## src/rtl/panel_key_scanner_pkg.sv

```systemverilog
// Shared constants and helpers for the front-panel key matrix scanner.
package panel_pkg;

    localparam int NCOL      = 3;
    localparam int NROW      = 4;
    localparam int NKEYS     = 12;
    localparam int KEY_IDX_W = 4;

    // Column drive pattern after reset (col0 low); rotated left once per dwell period.
    localparam logic [NCOL-1:0] NCOL_INIT = 3'b110;

    typedef logic [KEY_IDX_W-1:0] key_idx_t;

    function automatic key_idx_t key_index(input logic [1:0] col, input logic [1:0] row);
        return key_idx_t'({col, row});
    endfunction

endpackage

```

## src/rtl/panel_key_scanner_if.sv

```systemverilog
// Press-event handshake between the key scanner and the control logic.
interface panel_key_scanner_if;
    import panel_pkg::*;

    logic     KEYVALID;
    key_idx_t KEYCODE;
    logic     KEYACK;

    modport master (output KEYVALID, output KEYCODE, input KEYACK);
    modport slave  (input KEYVALID, input KEYCODE, output KEYACK);

endinterface

```

## src/rtl/panel_key_scanner_debouncer.sv

```systemverilog
// Per-key debouncer: a key flips only after DEBOUNCE_N consecutive disagreeing samples.
module key_debouncer #(
    parameter int DEBOUNCE_N = 4
) (
    input  logic MCLK,
    input  logic nRESET,
    input  logic en,
    input  logic raw,
    output logic state,
    output logic rise
);

    logic [2:0] cnt_r;
    logic       state_r;
    logic [2:0] cnt_inc_s;
    logic       flip_s;

    // Decide whether this sample completes a run of disagreeing samples
    always_comb begin
        cnt_inc_s = cnt_r + 3'd1;
        if (en && (raw != state_r) && (cnt_inc_s == 3'(DEBOUNCE_N))) begin
            flip_s = 1'b1;
        end else begin
            flip_s = 1'b0;
        end
    end

    // Debounce counter and debounced level
    always_ff @(posedge MCLK or negedge nRESET) begin
        if (!nRESET) begin
            cnt_r   <= 3'd0;
            state_r <= 1'b0;
        end else if (en) begin
            if (raw == state_r) begin
                cnt_r <= 3'd0;
            end else if (flip_s) begin
                state_r <= ~state_r;
                cnt_r   <= 3'd0;
            end else begin
                cnt_r <= cnt_inc_s;
            end
        end else begin
            cnt_r   <= cnt_r;
            state_r <= state_r;
        end
    end

    // Rise is combinational so the press event lands on the same edge as the level change.
    assign state = state_r;
    assign rise  = flip_s & ~state_r;

endmodule

```

## src/rtl/panel_key_scanner.sv

```systemverilog
// Front-panel key matrix scanner: column drive, row sampling, debounce and press-event reporting.
module panel_key_scanner
    import panel_pkg::*;
#(
    parameter int DWELL_BITS = 10,
    parameter int SAMPLE_AT  = 1000,
    parameter int DEBOUNCE_N = 4
) (
    input  logic             MCLK,
    input  logic             nRESET,
    input  logic [NROW-1:0]  nROW,
    output logic [NCOL-1:0]  nCOL,
    output logic [NKEYS-1:0] KEYSTATE,
    panel_key_scanner_if.master key_if
);

    logic [NROW-1:0]       row_meta_r;
    logic [NROW-1:0]       row_sync_r;
    logic [DWELL_BITS-1:0] dwell_r;
    logic [1:0]            col_r;
    logic [NCOL-1:0]       ncol_r;
    logic [NKEYS-1:0]      pending_r;
    logic                  keyvalid_r;
    key_idx_t              keycode_r;

    logic                  sample_s;
    logic                  dwell_end_s;
    logic [NKEYS-1:0]      key_state_s;
    logic [NKEYS-1:0]      key_rise_s;
    logic [NKEYS-1:0]      ack_clr_s;
    logic [NKEYS-1:0]      pending_nxt_s;
    key_idx_t              keycode_nxt_s;

    // Dwell-counter decodes
    always_comb begin
        sample_s    = (dwell_r == DWELL_BITS'(SAMPLE_AT));
        dwell_end_s = &dwell_r;
    end

    // Two-flop row synchronizer; idles released (high) out of reset
    always_ff @(posedge MCLK or negedge nRESET) begin
        if (!nRESET) begin
            row_meta_r <= 4'hF;
            row_sync_r <= 4'hF;
        end else begin
            row_meta_r <= nROW;
            row_sync_r <= row_meta_r;
        end
    end

    // Free-running dwell counter and column rotator
    always_ff @(posedge MCLK or negedge nRESET) begin
        if (!nRESET) begin
            dwell_r <= '0;
            col_r   <= 2'd0;
            ncol_r  <= NCOL_INIT;
        end else begin
            dwell_r <= dwell_r + DWELL_BITS'(1);
            if (dwell_end_s) begin
                ncol_r <= {ncol_r[NCOL-2:0], ncol_r[NCOL-1]};
                col_r  <= (col_r == 2'(NCOL - 1)) ? 2'd0 : col_r + 2'd1;
            end else begin
                ncol_r <= ncol_r;
                col_r  <= col_r;
            end
        end
    end

    for (genvar c = 0; c < NCOL; c++) begin : g_col
        for (genvar r = 0; r < NROW; r++) begin : g_row
            localparam key_idx_t K = key_index(2'(c), 2'(r));
            key_debouncer #(.DEBOUNCE_N(DEBOUNCE_N)) u_deb (
                .MCLK   (MCLK),
                .nRESET (nRESET),
                .en     (sample_s && (col_r == 2'(c))),
                .raw    (~row_sync_r[r]),
                .state  (key_state_s[K]),
                .rise   (key_rise_s[K])
            );
        end
    end

    // Pending mask update: a same-cycle new press wins over an acknowledge
    always_comb begin
        if (keyvalid_r && key_if.KEYACK) begin
            ack_clr_s = NKEYS'(1) << keycode_r;
        end else begin
            ack_clr_s = '0;
        end
        pending_nxt_s = (pending_r & ~ack_clr_s) | key_rise_s;
    end

    // Lowest-index priority encoder; holds the last code when nothing is pending
    always_comb begin
        keycode_nxt_s = keycode_r;
        for (int k = NKEYS - 1; k >= 0; k--) begin
            if (pending_r[k]) begin
                keycode_nxt_s = key_idx_t'(k);
            end else begin
                keycode_nxt_s = keycode_nxt_s;
            end
        end
    end

    // Pending events and the registered event view presented to the consumer
    always_ff @(posedge MCLK or negedge nRESET) begin
        if (!nRESET) begin
            pending_r  <= '0;
            keyvalid_r <= 1'b0;
            keycode_r  <= '0;
        end else begin
            pending_r  <= pending_nxt_s;
            keyvalid_r <= |pending_r;
            keycode_r  <= keycode_nxt_s;
        end
    end

    assign nCOL            = ncol_r;
    assign KEYSTATE        = key_state_s;
    assign key_if.KEYVALID = keyvalid_r;
    assign key_if.KEYCODE  = keycode_r;

endmodule

```

## src/flat_wrapper.sv

```systemverilog
// flat-port wrapper written by rule: the top's interface ports become plain ports
module panel_key_scanner_flat import panel_pkg::*;
#(
    parameter int DWELL_BITS = 10,
    parameter int SAMPLE_AT  = 1000,
    parameter int DEBOUNCE_N = 4
)
  (MCLK, nRESET, nROW, nCOL, KEYSTATE, key_if_KEYVALID, key_if_KEYCODE, key_if_KEYACK);
  panel_key_scanner_if key_if_i ();
  input  logic MCLK;
  input  logic nRESET;
  input  logic [NROW-1:0] nROW;
  output logic [NCOL-1:0] nCOL;
  output logic [NKEYS-1:0] KEYSTATE;
  output wire logic [$bits(key_if_i.KEYVALID)-1:0] key_if_KEYVALID;
  output wire logic [$bits(key_if_i.KEYCODE)-1:0] key_if_KEYCODE;
  input wire logic [$bits(key_if_i.KEYACK)-1:0] key_if_KEYACK;
  assign key_if_KEYVALID = key_if_i.KEYVALID;
  assign key_if_KEYCODE = key_if_i.KEYCODE;
  assign key_if_i.KEYACK = key_if_KEYACK;
  panel_key_scanner #(.DWELL_BITS(DWELL_BITS), .SAMPLE_AT(SAMPLE_AT), .DEBOUNCE_N(DEBOUNCE_N)) u_core (.MCLK(MCLK), .nRESET(nRESET), .nROW(nROW), .nCOL(nCOL), .KEYSTATE(KEYSTATE), .key_if(key_if_i));
endmodule
```

## config.mk

```make
export PLATFORM = sky130hd
export DESIGN_NAME = panel_key_scanner_flat
export DESIGN_NICKNAME = d
export VERILOG_FILES = /design/src/rtl/panel_key_scanner_pkg.sv /design/src/rtl/panel_key_scanner_if.sv /design/src/rtl/panel_key_scanner_debouncer.sv /design/src/rtl/panel_key_scanner.sv /design/src/flat_wrapper.sv
export SDC_FILE = /design/constraint.sdc
export NUM_CORES = 1
export LEC_CHECK = 0
export ABC_CLOCK_PERIOD_IN_PS = 2700
export CAP_MARGIN = 20
export CORE_ASPECT_RATIO = 1.4
export CORE_UTILIZATION = 40
export DETAILED_ROUTE_END_ITERATION = 10
export HOLD_SLACK_MARGIN = 0.03
export RECOVER_POWER = 100
export SLEW_MARGIN = 25
export SYNTH_ARGS = -nofsm -noshare
export SYNTH_HDL_FRONTEND = slang
export SYNTH_HIERARCHICAL = 1
export SYNTH_SLANG_ARGS = --single-unit
```

## constraint.sdc

```tcl
create_clock -name MCLK -period 2.7 [get_ports MCLK]
set_clock_uncertainty 0.2 [all_clocks]
set_input_delay 0.405 -clock MCLK [delete_from_list [all_inputs] [get_ports MCLK]]
set_output_delay 0.405 -clock MCLK [all_outputs]
set_load 0.01 [all_outputs]
```

---- Yosys cells after proc, flatten, opt, wreduce, memory -nomap -nowiden ----
Index checks and enable logic that the tools add are counted.
storage, ports and cells
  register bits ........................... 88
operators by class
  add/sub/neg operators ................... 14
  equality and inequality tests ........... 39
  shift-type cells ........................ 1
  muxes and demuxes ....................... 50
  bitwise gates (word level) .............. 43
  reductions and logical operators ........ 44
operators with widths
  cell                                                                    count
  3-bit 2-to-1 mux                                                        24
  4-bit 2-to-1 mux                                                        12
  3-bit by 1-bit adder with 3-bit output (second input constant)          12
  3-bit equality test (second input constant)                             12
  3-bit AND reduction                                                     12
  1-bit logical AND                                                       28
  1-bit inverter                                                          28
  1-bit AND                                                               12
  12-bit AND                                                              1
  1-bit equality test                                                     12
  1-bit 2-to-1 mux                                                        12
  12-bit 2-to-1 mux                                                       1
  1-bit inequality test                                                   12
  12-bit inverter                                                         1
  12-bit OR                                                               1
  12-bit nonzero test                                                     1
  12-bit OR reduction                                                     1
  1-bit by 4-bit left shift with 12-bit output (first input constant)     1
  10-bit by 1-bit adder with 10-bit output (second input constant)        1
  10-bit equality test (second input constant)                            1
  10-bit AND reduction                                                    1
  2-bit by 1-bit adder with 2-bit output (second input constant)          1
  2-bit by 1-bit equality test with 1-bit output (second input constant)  1
  2-bit equality test (second input constant)                             1
  other kinds (2)                                                         2

---- Logic depth before layout (Yosys ltp) ----
  depth after elaboration ................. 12
  mapped depth ............................ 7
  gate-level depth less buffers ........... 7

---- Hierarchy ----
Netlist, hierarchy kept.
modules (own cells, without submodules)
  module             times used  cells an instance  area an instance (sq um)  seq. area each (sq um)
  key_debouncer      12          19                 207.7                     100.1
  panel_key_scanner  1           141                1,656.6                   1,013.5

---- Worst setup path after synthesis ----
OpenSTA, ideal clock, no wires.
  path type ............................... register -> register
  from .................................... register u_core.dwell_r[2]
  to ...................................... register u_core.g_col[1].g_row[0].u_deb.state_r
  arrival time ............................ 2.651 ns
  required time ........................... 2.375 ns
  path slack .............................. -0.276 ns
  cell stages (with the launch flop) ...... 6
  path through ............................ dfrtp_1 nor3_1 nand4_1 nor3b_1 nand2_1 mux2_2
on the way
  cells in the longest elaborated chain, start to end .. 6
RTL lines
  item                                    line                               RTL
  from (decl)                             panel_key_scanner.sv:19            logic [DWELL_BITS-1:0] dwell_r;
  from (signal assigned)                  panel_key_scanner.sv:58            dwell_r <= dwell_r + DWELL_BITS'(1);
  10-bit equality test *                  panel_key_scanner.sv:36            sample_s = (dwell_r == DWELL_BITS'(SAMPLE_AT));
  1-bit logical AND *                     panel_key_scanner.sv:75            .en (sample_s && (col_r == 2'(c))),
  1-bit logical AND (2 in series)         panel_key_scanner_debouncer.sv:21  if (en && (raw != state_r) && (cnt_inc_s == 3'(DEBOUNCE_N))) begin
  1-bit 2-to-1 mux                        panel_key_scanner_debouncer.sv:21
  3-bit AND reduction (no source line) *  n/a
  to (signal assigned)                    panel_key_scanner_debouncer.sv:37  state_r <= ~state_r;
  to (signal assigned)                    panel_key_scanner_debouncer.sv:44  state_r <= state_r;
  to (decl)                               panel_key_scanner_debouncer.sv:14  logic state_r;
Every way passes the cells marked *; elsewhere a longest branch is shown, timed or not.
A chain may end at the register's enable or synchronous reset.

---- Worst setup path in the final report ----
  from .................................... register u_core.dwell_r[2]
  to ...................................... register u_core.g_col[0].g_row[2].u_deb.cnt_r[0]
on the way
  cells in the longest elaborated chain, start to end .. 7
RTL lines
  item                             line                               RTL
  10-bit equality test *           panel_key_scanner.sv:36
  1-bit logical AND *              panel_key_scanner.sv:75
  1-bit logical AND (2 in series)  panel_key_scanner_debouncer.sv:21
  1-bit 2-to-1 mux                 panel_key_scanner_debouncer.sv:21
  3-bit 2-to-1 mux                 panel_key_scanner_debouncer.sv:36  end else if (flip_s) begin
  3-bit 2-to-1 mux                 panel_key_scanner_debouncer.sv:34  if (raw == state_r) begin
  to (signal assigned)             panel_key_scanner_debouncer.sv:40  cnt_r <= cnt_inc_s;
  to (signal assigned)             panel_key_scanner_debouncer.sv:43  cnt_r <= cnt_r;
  to (decl)                        panel_key_scanner_debouncer.sv:13  logic [2:0] cnt_r;
Marks and branches as above.

==> results.py <==
metrics = {
    "setup_path": {
        "r2r_slack_ps": 450,
        "r2r-end": "u_core/g_col[0].g_row[2].u_deb/cnt_r[0]",
        "required_ps": 2740,
        "rr_startpoint": "u_core/dwell_r[2]",
        "ff2ff_path_depth": 6,
        "crit_path_end_kind": "flip-flop",
        "path_class": "reg -> reg",
        "start_kind": "flip-flop",
        "cp_data_arrival_time_ps": 2290,
        "worstPathMaxFanout": 28,
    },
    "clock_network": {
        "cts_resized": 0,
        "cts_tree": "done",
        "cts_root_buf": "clkbuf_16",
        "post_cts_buffers": 0,
        "ctsLongestPathBuffers": 2,
        "cts.sinks": 88,
        "cts_buffers": 9,
        "clock_latency_ps": 340,
        "ctsHoldBuffers": 1,
        "clkSlewWorstSetupHoldPaths_ps": 60,
        "htreeDepth": 3,
    },
    "yosys": {
        "yosys-top-cells-area": "dfrtp_1, ha_1, dfstp_2",
        "synth_top_area_cell": "dfrtp_1",
        "synthesis.area_sq_um": 4149,
        "yosys_warnings": 6,
        "yosysSeqAreaShare_pct": 53.38,
        "syn-mean-instance-area_sq_um": 11.24,
        "synth_top_area_share_pct": 47.04,
        "netlist_instances": 369,
        "ys_ff_latch": 88,
        "ys_types": 36,
        "syn_nets": 402,
    },
    "power_and_ir_drop": {
        "peakVddDrop_mv": 0.3442,
        "p_leak_nw": 2.224,
        "power_density_nw_per_um2": 601.2,
    },
    "detailed_routing": {
        "via_per_inst": 5.024,
        "final_antenna_net_count": 0,
        "drt_iter0_markers": 128,
        "dr.pass1.iters": 4,
        "vias": 2768,
        "wl_um": 7419,
        "detail_route.wl_per_cell_um": 13.46,
        "drc": 0,
    },
    "floorplanning": {
        "start_util_pct": 41.46,
        "die_w_um": 88.08,
        "die_area_sq_um": 10790,
        "num_rows": 43,
        "coreArea_sq_um": 10010,
        "die_y_um": 122.5,
        "pin_count": 27,
    },
    "sta": {
        "min_period_ps": 2249,
        "worst_pin_slew_ps": 1036,
        "worst_slack_ps": 450.9,
        "hold_slack_ps": 154.7,
        "drv_slew": 0,
        "timing.final.crit_share_pct": 83.30,
        "fmax_ghz": 0.4446,
        "slew-limit-headroom_pct": 30.90,
        "hold_viol": 0,
        "finalSetupViolCount": 0,
        "rsz0062_at_grt": "no",
    },
    "run": {
        "maxCapViolCount": 0,
    },
    "placed_design": {
        "dp_slack_ps": 559.9,
        "io_buffer_count": 26,
        "dpl-instance-area_sq_um": 4633,
        "globalplace.congestion": 0.8006,
        "dp_hpwl_um": 5311,
        "place_inst": 534,
    },
    "final_layout": {
        "layout_common_cells": "dfrtp_1, inv_1, o22ai_1",
        "area_growth_pct": 18.37,
        "layoutNonFillerInstCount": 551,
        "finalNetCount": 444,
        "antenna_cells": 0,
        "final_common_cell": "dfrtp_1",
        "drive_above_1_share_pct": 11.78,
        "finalInstanceArea_sq_um": 4911,
    },
    "global_route": {
        "gr-usage-met1_pct": 19.63,
        "grt_pass1_vias": 2791,
        "grt.overflow.total": 0,
        "gr-usage-met3_pct": 3.228,
        "grt_max_degree": 41,
        "grt_usage_pct": 15.78,
        "antenna_found_initial": 0,
        "grt_pass1_wl_um": 12810,
        "grt-busiest-layer": "met2",
        "grtUsageMet2_pct": 26.07,
    },
    "status": {
        "status": "completed",
    },
    "hold_path": {
        "whs_endpoint": "u_core/row_sync_r[3]",
        "hold_path.class": "reg -> reg",
        "holdCritStartpoint": "u_core/row_meta_r[3]",
        "whs_path_depth": 0,
    },
}
==> how the worst max path moves through the flow <==
stage	end	slack (ps)	cells after the start	startpoint
final	u_core/g_col[0].g_row[2].u_deb/cnt_r[0]	450	6	u_core/dwell_r[2]
after detailed placement	u_core/g_col[2].g_row[3].u_deb/cnt_r[0]	560	7	u_core/dwell_r[0]
after global placement	u_core/pending_r[5]	580	5	key_if_KEYACK
after global routing	u_core/pending_r[10]	230	8	u_core/dwell_r[3]
after CTS	u_core/g_col[2].g_row[3].u_deb/cnt_r[0]	550	6	u_core/dwell_r[2]
after floorplan	u_core/g_col[1].g_row[0].u_deb/state	-280	5	u_core/dwell_r[2]
==> state kept, by name (all words and copies together), names as in the netlist <==
name / flops
u_core/pending_r: 12
u_core/g_col.g_row.u_deb/cnt_r: 36
u_core/row_sync_r: 4
u_core/nCOL: 3
u_core/g_col.g_row.u_deb/state: 12
u_core/key_if.KEYCODE: 4
u_core/key_if.KEYVALID: 1
u_core/row_meta_r: 4
u_core/col_r: 2
u_core/dwell_r: 10
==> metrics by stage <==
stage,utilization (%),setup TNS (ps),power [mW]
floorplan,-,-9558,1.622
global route,49.07,0,3.075
global placement,46.30,0,1.748
CTS,49.40,0,3.010
finish,49.07,0,2.952
detailed placement,46.30,0,1.749
==> logic make-up after synthesis <==
kind of cell             after synthesis  synth area share (%)
adder cells (fa/ha/maj)               26                 7.841
AO/OA/AOI/OAI                         57                 9.047
flip-flops                            88                 53.38
multiplexers                          17                 4.584
buffers and inverters                 48                 4.524
AND/OR/NAND/NOR                      113                 16.41
XOR/XNOR                              20                 4.222
==> cell usage after synthesis <==
cell / instances
nor2b_1: 1
a221oi_1: 1
nor3_4: 1
dfrtp_1: 78
nor4_2: 1
and3_2: 1
xnor2_1: 17
nand3b_1: 1
nand2b_1: 6
nor3_1: 6
o21bai_1: 2
buf_6: 1
nor2_1: 8
o31ai_1: 3
mux2i_1: 1
a22o_1: 1
mux2_2: 16
nand3_1: 7
dfstp_2: 10
nand2_1: 35
and3_1: 1
a21boi_0: 1
nand4_1: 4
a2111oi_0: 1
xor2_1: 3
or3b_1: 24
o21ai_0: 3
a21oi_1: 2
a21o_1: 6
clkbuf_1: 1
nor4_1: 2
o22ai_1: 36
a21o_2: 1
inv_1: 46
ha_1: 26
nor3b_1: 15
==> final cells by class <==
cell class	instances	area, sq um
inverters	46	172.7
multi-input cells	233	1739
well taps	135	168.9
clock inverters	3	40.04
repair buffers	33	315.3
flip-flops and latches	88	2215
fillers	976	5096
clock buffers	13	260.3
==> power breakdown <==
group          leakage, nW  switching (mW)  internal, mW
combinational        0.904           0.142         0.123
clock                0.150           0.482         0.765
sequential            1.17          0.0718          1.37
total                 2.22           0.696          2.26
==> worst max-delay path, stage by stage, from the launching register on <==
cell and delay, ps:
dfrtp_1 420, nor3_1 190, nand4_1 180, nor3_1 170
clkbuf_2 430, or3b_1 400, o22ai_1 150
==> layer usage <==
metal  share of wire (%)  wire length (um)
met5                   0                 0
met1                  46              3405
met3                 2.3               174
met2                  49              3667
met4                 2.3               170
(Power assumes the default switching activity.)
